===== config.mk =====
export PLATFORM = sky130hd
export DESIGN_NAME = aucohl_uart_rx_flat
export DESIGN_NICKNAME = d
export VERILOG_FILES = /design/src/rtl/aucohl_uart_pkg.sv /design/src/rtl/aucohl_uart_rx_if.sv /design/src/rtl/aucohl_uart_bit_sampler.sv /design/src/rtl/aucohl_uart_rx.sv /design/src/flat_wrapper.sv
export SDC_FILE = /design/constraint.sdc
export NUM_CORES = 1
export LEC_CHECK = 0
export CORE_MARGIN = 2
export CORE_UTILIZATION = 60
export DETAILED_ROUTE_END_ITERATION = 6
export PLACE_DENSITY = 0.82
export REMOVE_ABC_BUFFERS = 1
export SYNTH_ARGS = -nofsm -noshare
export SYNTH_HDL_FRONTEND = slang
export SYNTH_SLANG_ARGS = --single-unit
export TNS_END_PERCENT = 1

===== constraint.sdc =====
create_clock -name clk -period 3.7 [get_ports clk]
set_clock_uncertainty 0.1 [all_clocks]
set_input_delay 1.11 -clock clk [delete_from_list [all_inputs] [get_ports clk]]
set_output_delay 1.11 -clock clk [all_outputs]
set_load 0.05 [all_outputs]

===== src/rtl/aucohl_uart_pkg.sv =====
// Shared UART definitions: FSM states, parity encodings, oversampling constants.
package aucohl_uart_pkg;

  localparam int OVERSAMPLE = 16;
  localparam logic [3:0] SAMPLE_TICK_A = 4'd7;
  localparam logic [3:0] SAMPLE_TICK_B = 4'd8;
  localparam logic [3:0] SAMPLE_TICK_C = 4'd9;
  localparam logic [3:0] LAST_TICK     = 4'(OVERSAMPLE - 1);

  typedef enum logic [2:0] {
    ST_IDLE,
    ST_START,
    ST_DATA,
    ST_PARITY,
    ST_STOP
  } uart_state_t;

  localparam logic [2:0] PAR_NONE   = 3'b000;
  localparam logic [2:0] PAR_ODD    = 3'b001;
  localparam logic [2:0] PAR_EVEN   = 3'b010;
  localparam logic [2:0] PAR_STICK0 = 3'b100;
  localparam logic [2:0] PAR_STICK1 = 3'b101;

  // Unlisted codes behave as "no parity".
  function automatic logic parity_enabled(input logic [2:0] pt);
    return (pt == PAR_ODD) || (pt == PAR_EVEN) || (pt == PAR_STICK0) || (pt == PAR_STICK1);
  endfunction

  // data_xor is the XOR reduction of the data bits.
  function automatic logic parity_expected(input logic [2:0] pt, input logic data_xor);
    case (pt)
      PAR_ODD:              return ~data_xor;
      PAR_EVEN:             return data_xor;
      PAR_STICK1:           return 1'b1;
      PAR_NONE, PAR_STICK0: return 1'b0;
      default:              return 1'b0;
    endcase
  endfunction

  function automatic logic [3:0] clamp_size(input logic [3:0] ds);
    if (ds < 4'd5) return 4'd5;
    if (ds > 4'd9) return 4'd9;
    return ds;
  endfunction

endpackage


===== src/rtl/aucohl_uart_rx_if.sv =====
// FIFO write port of the receiver.
// Handshake: wr is a one-cycle write strobe qualified by wdata; the receiver
// only raises wr when fifo_full was low at the frame commit, so a write is
// never issued into a full FIFO and there is no back-pressure stall.
interface aucohl_uart_rx_if #(parameter int MDW = 9);
  logic [MDW-1:0] wdata;
  logic           wr;
  logic           fifo_full;

  modport master (output wdata, output wr, input fifo_full);
  modport slave  (input wdata, input wr, output fifo_full);
endinterface


===== src/rtl/aucohl_uart_bit_sampler.sv =====
// Tick counter within a bit (0..15) and 2-of-3 majority vote on ticks 7/8/9.
module aucohl_uart_bit_sampler
  import aucohl_uart_pkg::*;
(
  input  logic       clk,
  input  logic       rst,
  input  logic       clear,
  input  logic       tick,
  input  logic       rx,
  output logic [3:0] cnt,
  output logic       maj,
  output logic       bit_q
);

  logic s_a;
  logic s_b;

  // maj is the finished vote only during tick SAMPLE_TICK_C, when rx is the third sample.
  assign maj = (s_a & s_b) | (s_a & rx) | (s_b & rx);

  // Count ticks and capture the samples; bit_q keeps the vote until the next bit.
  always_ff @(posedge clk) begin
    if (rst || clear) begin
      cnt   <= 4'd0;
      s_a   <= 1'b1;
      s_b   <= 1'b1;
      bit_q <= 1'b1;
    end else if (tick) begin
      cnt <= cnt + 4'd1;
      if (cnt == SAMPLE_TICK_A) s_a <= rx;
      if (cnt == SAMPLE_TICK_B) s_b <= rx;
      if (cnt == SAMPLE_TICK_C) bit_q <= maj;
    end
  end

endmodule


===== src/rtl/aucohl_uart_rx.sv =====
// UART receiver: 16x oversampled framing, parity/stop checks, break,
// overrun and idle-timeout detection, FIFO write side.
module aucohl_uart_rx
  import aucohl_uart_pkg::*;
#(
  parameter int MDW = 9,
  parameter int TW  = 6
) (
  input  logic          clk,
  input  logic          rst,
  input  logic          en,
  input  logic          tick,
  input  logic          rx,
  input  logic [3:0]    data_size,
  input  logic [2:0]    parity_type,
  input  logic          stop_bits_count,
  input  logic [TW-1:0] timeout_bits,
  aucohl_uart_rx_if.master fifo,
  output logic          busy,
  output logic          frame_error,
  output logic          parity_error,
  output logic          break_detected,
  output logic          overrun,
  output logic          timeout,
  output uart_state_t   fsm_state
);

  uart_state_t    state, state_next;
  logic [3:0]     cnt;
  logic           maj, bit_q;
  logic           start_det, frame_end;
  logic           rx_prev;
  logic [3:0]     n_last, bit_idx;
  logic [2:0]     par_q;
  logic           par_en_q, two_q, stop_idx, stop0_q, par_bit_q;
  logic [MDW-1:0] data_q, wdata_q;
  logic           wr_q;
  logic [3:0]     idle_tick;
  logic [TW-1:0]  idle_bits;
  logic           armed;
  logic           frame_bad, all_stop_low, par_bad, is_break;

  aucohl_uart_bit_sampler u_sampler (
    .clk   (clk),
    .rst   (rst),
    .clear (state_next == ST_IDLE),
    .tick  (tick),
    .rx    (rx),
    .cnt   (cnt),
    .maj   (maj),
    .bit_q (bit_q)
  );

  // Frame outcome, evaluated on the final stop tick where maj is the last stop bit.
  assign frame_bad    = !maj || (two_q && !stop0_q);
  assign all_stop_low = !maj && (!two_q || !stop0_q);
  assign par_bad      = par_en_q && (par_bit_q != parity_expected(par_q, ^data_q));
  assign is_break     = (data_q == '0) && !(par_en_q && par_bit_q) && all_stop_low;

  assign busy       = (state != ST_IDLE);
  assign fsm_state  = state;
  assign fifo.wr    = wr_q;
  assign fifo.wdata = wdata_q;

  // Next state; a start needs rx high on an earlier tick so a held-low line cannot retrigger.
  always_comb begin
    state_next = state;
    start_det  = 1'b0;
    frame_end  = 1'b0;
    if (!en) begin
      state_next = ST_IDLE;
    end else if (tick) begin
      unique case (state)
        ST_IDLE: if (!rx && rx_prev) begin
          start_det  = 1'b1;
          state_next = ST_START;
        end
        ST_START: if (cnt == LAST_TICK) state_next = bit_q ? ST_IDLE : ST_DATA;
        ST_DATA: if (cnt == LAST_TICK && bit_idx == n_last)
          state_next = par_en_q ? ST_PARITY : ST_STOP;
        ST_PARITY: if (cnt == LAST_TICK) state_next = ST_STOP;
        ST_STOP: if (cnt == SAMPLE_TICK_C && stop_idx == two_q) begin
          frame_end  = 1'b1;
          state_next = ST_IDLE;
        end
        default: state_next = ST_IDLE;
      endcase
    end
  end

  // State register, frame datapath, idle timer and registered output pulses.
  always_ff @(posedge clk) begin
    if (rst || !en) begin
      state          <= ST_IDLE;
      rx_prev        <= 1'b0;
      n_last         <= 4'd4;
      par_q          <= PAR_NONE;
      par_en_q       <= 1'b0;
      two_q          <= 1'b0;
      bit_idx        <= 4'd0;
      stop_idx       <= 1'b0;
      stop0_q        <= 1'b1;
      par_bit_q      <= 1'b0;
      data_q         <= '0;
      idle_tick      <= 4'd0;
      idle_bits      <= '0;
      armed          <= 1'b0;
      wr_q           <= 1'b0;
      frame_error    <= 1'b0;
      parity_error   <= 1'b0;
      break_detected <= 1'b0;
      overrun        <= 1'b0;
      timeout        <= 1'b0;
    end else begin
      state          <= state_next;
      wr_q           <= 1'b0;
      frame_error    <= 1'b0;
      parity_error   <= 1'b0;
      break_detected <= 1'b0;
      overrun        <= 1'b0;
      timeout        <= 1'b0;
      if (tick) rx_prev <= rx;

      if (start_det) begin
        n_last    <= clamp_size(data_size) - 4'd1;
        par_q     <= parity_type;
        par_en_q  <= parity_enabled(parity_type);
        two_q     <= stop_bits_count;
        bit_idx   <= 4'd0;
        stop_idx  <= 1'b0;
        stop0_q   <= 1'b1;
        par_bit_q <= 1'b0;
        data_q    <= '0;
      end

      if (tick && cnt == SAMPLE_TICK_C) begin
        case (state)
          ST_DATA:   data_q[bit_idx] <= maj;
          ST_PARITY: par_bit_q <= maj;
          ST_STOP:   if (!frame_end) stop0_q <= maj;
          default:   ;
        endcase
      end

      if (tick && cnt == LAST_TICK) begin
        if (state == ST_DATA) bit_idx <= bit_idx + 4'd1;
        if (state == ST_STOP) stop_idx <= 1'b1;
      end

      if (frame_end) begin
        wr_q           <= !is_break && !fifo.fifo_full;
        overrun        <= !is_break && fifo.fifo_full;
        frame_error    <= frame_bad;
        parity_error   <= par_bad && !is_break;
        break_detected <= is_break;
      end

      if (frame_end) begin
        armed     <= 1'b1;
        idle_tick <= 4'd0;
        idle_bits <= '0;
      end else if (start_det) begin
        armed     <= 1'b0;
        idle_tick <= 4'd0;
        idle_bits <= '0;
      end else if (armed && tick && state == ST_IDLE) begin
        idle_tick <= idle_tick + 4'd1;
        if (idle_tick == LAST_TICK) begin
          idle_bits <= idle_bits + TW'(1);
          if (timeout_bits != '0 && (idle_bits + TW'(1)) == timeout_bits) begin
            timeout <= 1'b1;
            armed   <= 1'b0;
          end
        end
      end
    end
  end

  // Received word; updated only when a frame is actually written.
  always_ff @(posedge clk) begin
    if (rst) begin
      wdata_q <= '0;
    end else if (frame_end && !is_break && !fifo.fifo_full) begin
      wdata_q <= data_q;
    end
  end

endmodule


===== src/flat_wrapper.sv =====
// flat-port wrapper written by rule: the top's interface ports become plain ports
module aucohl_uart_rx_flat import aucohl_uart_pkg::*;
#(
  parameter int MDW = 9,
  parameter int TW  = 6
)
  (clk, rst, en, tick, rx, data_size, parity_type, stop_bits_count, timeout_bits, busy, frame_error, parity_error, break_detected, overrun, timeout, fsm_state, fifo_wdata, fifo_wr, fifo_fifo_full);
  aucohl_uart_rx_if #(.MDW(MDW)) fifo_i ();
  input  logic clk;
  input  logic rst;
  input  logic en;
  input  logic tick;
  input  logic rx;
  input  logic [3:0] data_size;
  input  logic [2:0] parity_type;
  input  logic stop_bits_count;
  input  logic [TW-1:0] timeout_bits;
  output logic busy;
  output logic frame_error;
  output logic parity_error;
  output logic break_detected;
  output logic overrun;
  output logic timeout;
  output uart_state_t fsm_state;
  output wire logic [$bits(fifo_i.wdata)-1:0] fifo_wdata;
  output wire logic [$bits(fifo_i.wr)-1:0] fifo_wr;
  input wire logic [$bits(fifo_i.fifo_full)-1:0] fifo_fifo_full;
  assign fifo_wdata = fifo_i.wdata;
  assign fifo_wr = fifo_i.wr;
  assign fifo_i.fifo_full = fifo_fifo_full;
  aucohl_uart_rx #(.MDW(MDW), .TW(TW)) u_core (.clk(clk), .rst(rst), .en(en), .tick(tick), .rx(rx), .data_size(data_size), .parity_type(parity_type), .stop_bits_count(stop_bits_count), .timeout_bits(timeout_bits), .fifo(fifo_i), .busy(busy), .frame_error(frame_error), .parity_error(parity_error), .break_detected(break_detected), .overrun(overrun), .timeout(timeout), .fsm_state(fsm_state));
endmodule

Yosys cells after proc, flatten, opt, wreduce, memory -nomap -nowiden. Index checks and enable logic that the tools add are counted.

Register bits: 62. Input bits: 20. Output and inout port bits: 19. Word-level logic and storage cells: 173.

Add/subtract/negate cells: 5. Order comparisons: 4. Equality and inequality tests: 20. Muxes and demuxes: 58. Bitwise logic cells: 9. Reductions and logical operators: 52.

Operators by type and width (number): 4-bit two-way mux (9); 9-bit two-way mux (4); 1-bit two-way mux (32); 3-bit two-way mux (8); 1-bit logical AND (20); 4-bit == test, second input constant (4); 3-bit case mux with 5 select lines (1); 4-bit by 1-bit adder with 4-bit output, second input constant (3); 3-bit by 2-bit == test with 1-bit output, second input constant (4); 3-bit == test, second input constant (4); 3-bit nonzero test (4); 9-bit bitwise mux (1); 3-bit by 1-bit == test with 1-bit output, second input constant (3); 9-bit logical NOT (1); 9-bit XOR reduction (1); 1-bit logical NOT (8); 2-bit AND reduction (4); 1-bit logical OR (7); 6-bit by 1-bit adder with 6-bit output, second input constant (1); 6-bit == test (1); 3-bit logical NOT (2); 6-bit nonzero test (1); 4-bit by 5-bit < comparator with 1-bit output, second input constant (1); 5-bit OR reduction (1); 17 further kinds (23).

Depth between registers and ports, before layout. Gate-level depths: netlist of the first run.

Depth in word-level cells: 16. Depth in mapped cells: 8. Depth with buffers taken out: 7.

Hierarchy. Synthesis of the first run repeated with hierarchy kept, for this count alone.

Cell total of the unflattened synthesis: 368. Area total of the unflattened synthesis: 3181.8 um2.

By module, submodules not included: aucohl_uart_rx (instances 1, cells an instance 334, area each 2835.2 um2, seq. area each 1101.1 um2); aucohl_uart_bit_sampler (instances 1, cells an instance 34, area each 346.6 um2, seq. area each 140.1 um2).

Least setup slack after synthesis of the first run. OpenSTA, ideal clock, no wires.

Path type: input port to flip-flop. Start: input port rx. End: register u_core.wdata_q[0], in the netlist u_core.fifo.wdata[0]. Library setup time: 0.128 ns. Data arrival time: 2.264 ns. Required time: 3.472 ns. Setup slack: 1.208 ns. Cell stages on the path: 6. Path buffers: 1. Path through: maj3_1 -> nor4_4 -> nor3_2 -> buf_6 -> mux2i_1 -> nor2_1.

Cells in the longest elaborated chain, start to end: 9. Elaborated cells on any way between the ends: 10. Classes of those cells: bitwise: 4; reduce/logical: 6.

Ends and longest elaborated chain: start, declared (RTL line flat_wrapper.sv:13) `input logic rx;`; 1-bit bitwise AND (RTL line aucohl_uart_bit_sampler.sv:19) `assign maj = (s_a & s_b) | (s_a & rx) | (s_b & rx);`; 1-bit OR (RTL line aucohl_uart_bit_sampler.sv:19); 1-bit OR * (RTL line aucohl_uart_bit_sampler.sv:19); 1-bit logical NOT * (RTL line aucohl_uart_rx.sv:56) `assign all_stop_low = !maj && (!two_q || !stop0_q);`; 1-bit logical AND * (RTL line aucohl_uart_rx.sv:56); 1-bit logical AND * (RTL line aucohl_uart_rx.sv:58) `assign is_break = (data_q == '0) && !(par_en_q && par_bit_q) && all_stop_low;`; 1-bit logical NOT * (RTL line aucohl_uart_rx.sv:183) `end else if (frame_end && !is_break && !fifo.fifo_full) begin`; 1-bit logical AND * (2 in a row) (RTL line aucohl_uart_rx.sv:183); end signal, assigned (RTL line aucohl_uart_rx.sv:184) `wdata_q <= data_q;`; end, declared (RTL line aucohl_uart_rx.sv:36) `logic [MDW-1:0] data_q, wdata_q;`.

Mark *: on every way between the ends. The rest lies on a longest branch, timed or not. A chain may end at the register's enable or synchronous reset.

Final worst setup path of the first run.
Start: register u_core.state[1], in the netlist u_core.fsm_state[1]. End: output port busy.

Cells in the longest elaborated chain, start to end: 1.

Ends and longest elaborated chain: start, declared (RTL line aucohl_uart_rx.sv:28) `uart_state_t state, state_next;`; start signal, assigned (RTL line aucohl_uart_rx.sv:115) `state <= state_next;`; 3-bit nonzero test (RTL line aucohl_uart_rx.sv:60) `assign busy = (state != ST_IDLE);`; end, declared (RTL line flat_wrapper.sv:18) `output logic busy;`.

Every way passes these cells.

==> metrics.txt, run 1 <==
CP cell instances nor3_4 > inv_2 > clkdlybuf4s50_1; initial antenna violation count 0; number of global-route vias before repair 2577; CP max FO 10; # rows 27; Max Slew Vio Count 0; CP required 2.49 ns; most common cell in the synthesized netlist dfxtp_1; final routed DRC violation total 0; first-pass GRT wire length 12100 um; Setup violations, final 0; largest delay contributor family on the critical path buffers and inverters; clk root buf clkbuf_8; dominant cell type by area after synthesis dfxtp_1; number of enable flip-flop cells after synthesis 0; Yosys reg bits 62; initial core utilization 0.613; Async SR Flop Fraction 0; share of the yosys chip area belonging to registers 0.375; min-delay src u_core.n_last[3]; Min-Delay Path Class reg -> reg; Mapped Area 3310 sq um; r2r startpoint u_core.fsm_state[2]; Syn Area/Cell 8.76 sq um; Final GP Congestion 0.846; M1 WL 3330 um; clock slew at reported path FFs 0.06 ns; vias 2814; CTS H-Tree Depth 3; top sig layer met4; Compound-Gate Fraction of Synth Area 0.116; simple-gate portion of the synthesized area 0.278; met3 wire len 435 um; drt total wl 7250 um; CTS tree yes; Syn Inst Count 378; Die X 78.3 um; input/output buffers 38; CTS Buf Count 9; TNS Setup 0 ns; ranking of synthesized cells by area dfxtp_1 37%, mux2i_1 5.4%, ha_1 5.3%; Detailed Routing Iterations Pass 1 4; wire per inst 14.7 um; post-synth top area share 0.375; area share of fa/ha/maj cells after synthesis 0.0559; Leakage 1.40 nW; f_max 308 MHz; post-route ant nets 0; RSZ-0062 raised after global routing false; synth warn 0; Clk Latency, worst-skew pair 0.34 ns; Nets 451; largest net degree at the start of global routing 19; total gr overflow 0; part of the cycle the worst path needs 0.878; total clock sinks 62; ys flop type dfxtp_1; class of the most critical setup path reg -> out; crit path buf inv count 2; Hold WS 0.384 ns; xor/xnor cell area share of the yosys netlist 0.0729; post-CTS sizing 0; Synth cell types 56; buffer count from post-CTS setup fixing 0; met2 wire len 3350 um; Slowest-stage cell, CP clkdlybuf4s50_1; IR drop worst, VDD 0.219 mV; number of diodes 0; power per cell area 319 nW/um^2; CP arrival 2.04 ns; fin worst setup slack 0.453 ns; area growth from synthesis to layout 18.5%; actual slew at the worst max-slew pin 0.924 ns; number of top-level pins 39; Place WS 0.403 ns; Via-to-Cell Ratio 5.71; core area 5410 sq um; HPWL Detailed 5270 um; Total GRT Usage 0.249; Clock Tree Buf Depth 2; CP Capture Type output pin; Die Ht 78.3 um; Final Hold Vio Count 0; die area 6130 sq um; Max Cap Viol 0; Initial DRC Count 121; share of cells above drive strength 1 0.0855; multiplexer share of the synthesized area 0.0544; relative slew slack 0.380; CP peak stage delay 0.82 ns; CP startpoint kind flop; crit path launch u_core.fsm_state[1]; fin crit period 3.25 ns; status finished, final reports clean; most frequent cells after synthesis 62 x dfxtp_1, 45 x nor2_1, 27 x nand2_1, 25 x nand3_1, 24 x a21oi_1; hold_buf cts 0; largest family of logic cells by synthesized area simple AND/OR/NAND/NOR gates
-- report_power, final --
| group | internal [W] | switching [W] | leakage, nW | total [W] |
|---|---|---|---|---|
| Combinational | 0.0000354 | 0.0000386 | 0.813 | 0.0000740 |
| Clock | 0.000255 | 0.000253 | 0.0889 | 0.000508 |
| Sequential | 0.000668 | 0.00000189 | 0.500 | 0.000670 |
| Total | 0.000959 | 0.000294 | 1.40 | 0.00125 |
-- worst paths after layout --
kind,to,slack [ns],depth (start not counted)
setup / recovery,busy,0.45,3
hold / removal,u_core.n_last[3],0.38,2
setup reg to reg,u_core.fifo.wdata[3],1.31,5
hold reg to reg,u_core.n_last[3],0.38,2
-- tightest hold or removal path, stage by stage (launching register included) --
cell	delay, ns
dfxtp_1	0.32
nand3_1	0.06
a21oi_1	0.06
-- layer usage --
metal / GRT usage / up-vias
met5: 0 / -
met4: 0.0965 / 0
met3: 0.0483 / 13
met2: 0.380 / 85
met1: 0.349 / 1300
li1: - / 1416
-- layout make-up --
class | instances | area, sq um
clock buffers | 11 | 141
clock inverters | 4 | 23.8
fillers | 426 | 1480
inverters | 18 | 67.6
multi-input cells | 279 | 1910
flip-flops and latches | 62 | 1240
well taps | 72 | 90.1
repair buffers | 47 | 448
-- logic make-up (layout without fill, tap and decap cells) --
group | Yosys count | count (layout)
and+or+nand+nor | 160 | 160
DFF | 62 | 62
AOI/OAI and AO/OA | 60 | 60
buffers and inverters | 37 | 80
xor gates and xnor gates | 26 | 26
muxes | 18 | 18
adders and majority gates | 15 | 15
-- state kept, by name, summed over array words and instances, names as in the netlist, 3 cells and up --
signal                cells
u_core.fifo.wdata         9
u_core.fsm_state          3
u_core.n_last             4
u_core.idle_tick          4
u_core.data_q             9
u_core.bit_idx            4
u_core.par_q              3
u_core.idle_bits          6
u_core.u_sampler.cnt      4
-- through the flow --
| step | power [W] | utilization | instances | cell area [sq um] |
|---|---|---|---|---|
| after global routing | 0.00130 | 0.726 | 493 | 3920 |
| after detailed placement | 0.000759 | 0.695 | 478 | 3760 |
| final | 0.00125 | 0.726 | 493 | 3920 |
| after floorplan | 0.000714 | - | 359 | 3220 |
| after CTS | 0.00126 | 0.726 | 493 | 3920 |
| after global placement | 0.000757 | 0.695 | 478 | 3760 |
-- placed cells by master, fill, tap and decap left out, types with 2 or more instances in the layout --
cell type / Yosys / layout
nor2_1: 45 / 45
nor3_1: 4 / 4
xnor2_1: 13 / 13
dfxtp_1: 62 / 62
and4b_1: 2 / 2
nand4_1: 14 / 14
clkbuf_8: 0 / 10
mux2i_1: 18 / 18
o211a_1: 3 / 3
nand3_1: 25 / 25
o21ai_0: 7 / 7
nand4b_2: 2 / 2
inv_1: 17 / 17
a21oi_1: 24 / 24
nor4_4: 2 / 2
ha_1: 14 / 14
nand2_1: 27 / 27
clkinv_2: 0 / 3
xor2_1: 12 / 12
clkdlybuf4s50_1: 0 / 38
nor4_1: 2 / 2
a22oi_1: 3 / 3
a211oi_1: 6 / 6
and3_1: 3 / 3
o211ai_1: 6 / 6
buf_4: 1 / 9
nor2b_1: 5 / 5
nand2b_1: 4 / 4
and4_1: 2 / 2
nor3b_4: 3 / 3
a31oi_1: 2 / 2
and2_1: 3 / 3
or3_1: 2 / 2
nand4b_1: 2 / 2
nand3b_1: 4 / 4
Note: power is estimated with default switching activity, not from simulation.
==> run 2, diff against run 1 <==
--- a/config.mk
+++ b/config.mk
@@ -10,6 +10,7 @@
 export DETAILED_ROUTE_END_ITERATION = 6
 export PLACE_DENSITY = 0.82
 export REMOVE_ABC_BUFFERS = 1
+export SLEW_MARGIN = 20
 export SYNTH_ARGS = -nofsm -noshare
 export SYNTH_HDL_FRONTEND = slang
 export SYNTH_SLANG_ARGS = --single-unit
==> results of run 2 <==
No change in the layout: final DEF, timing and power equal those of run 1.
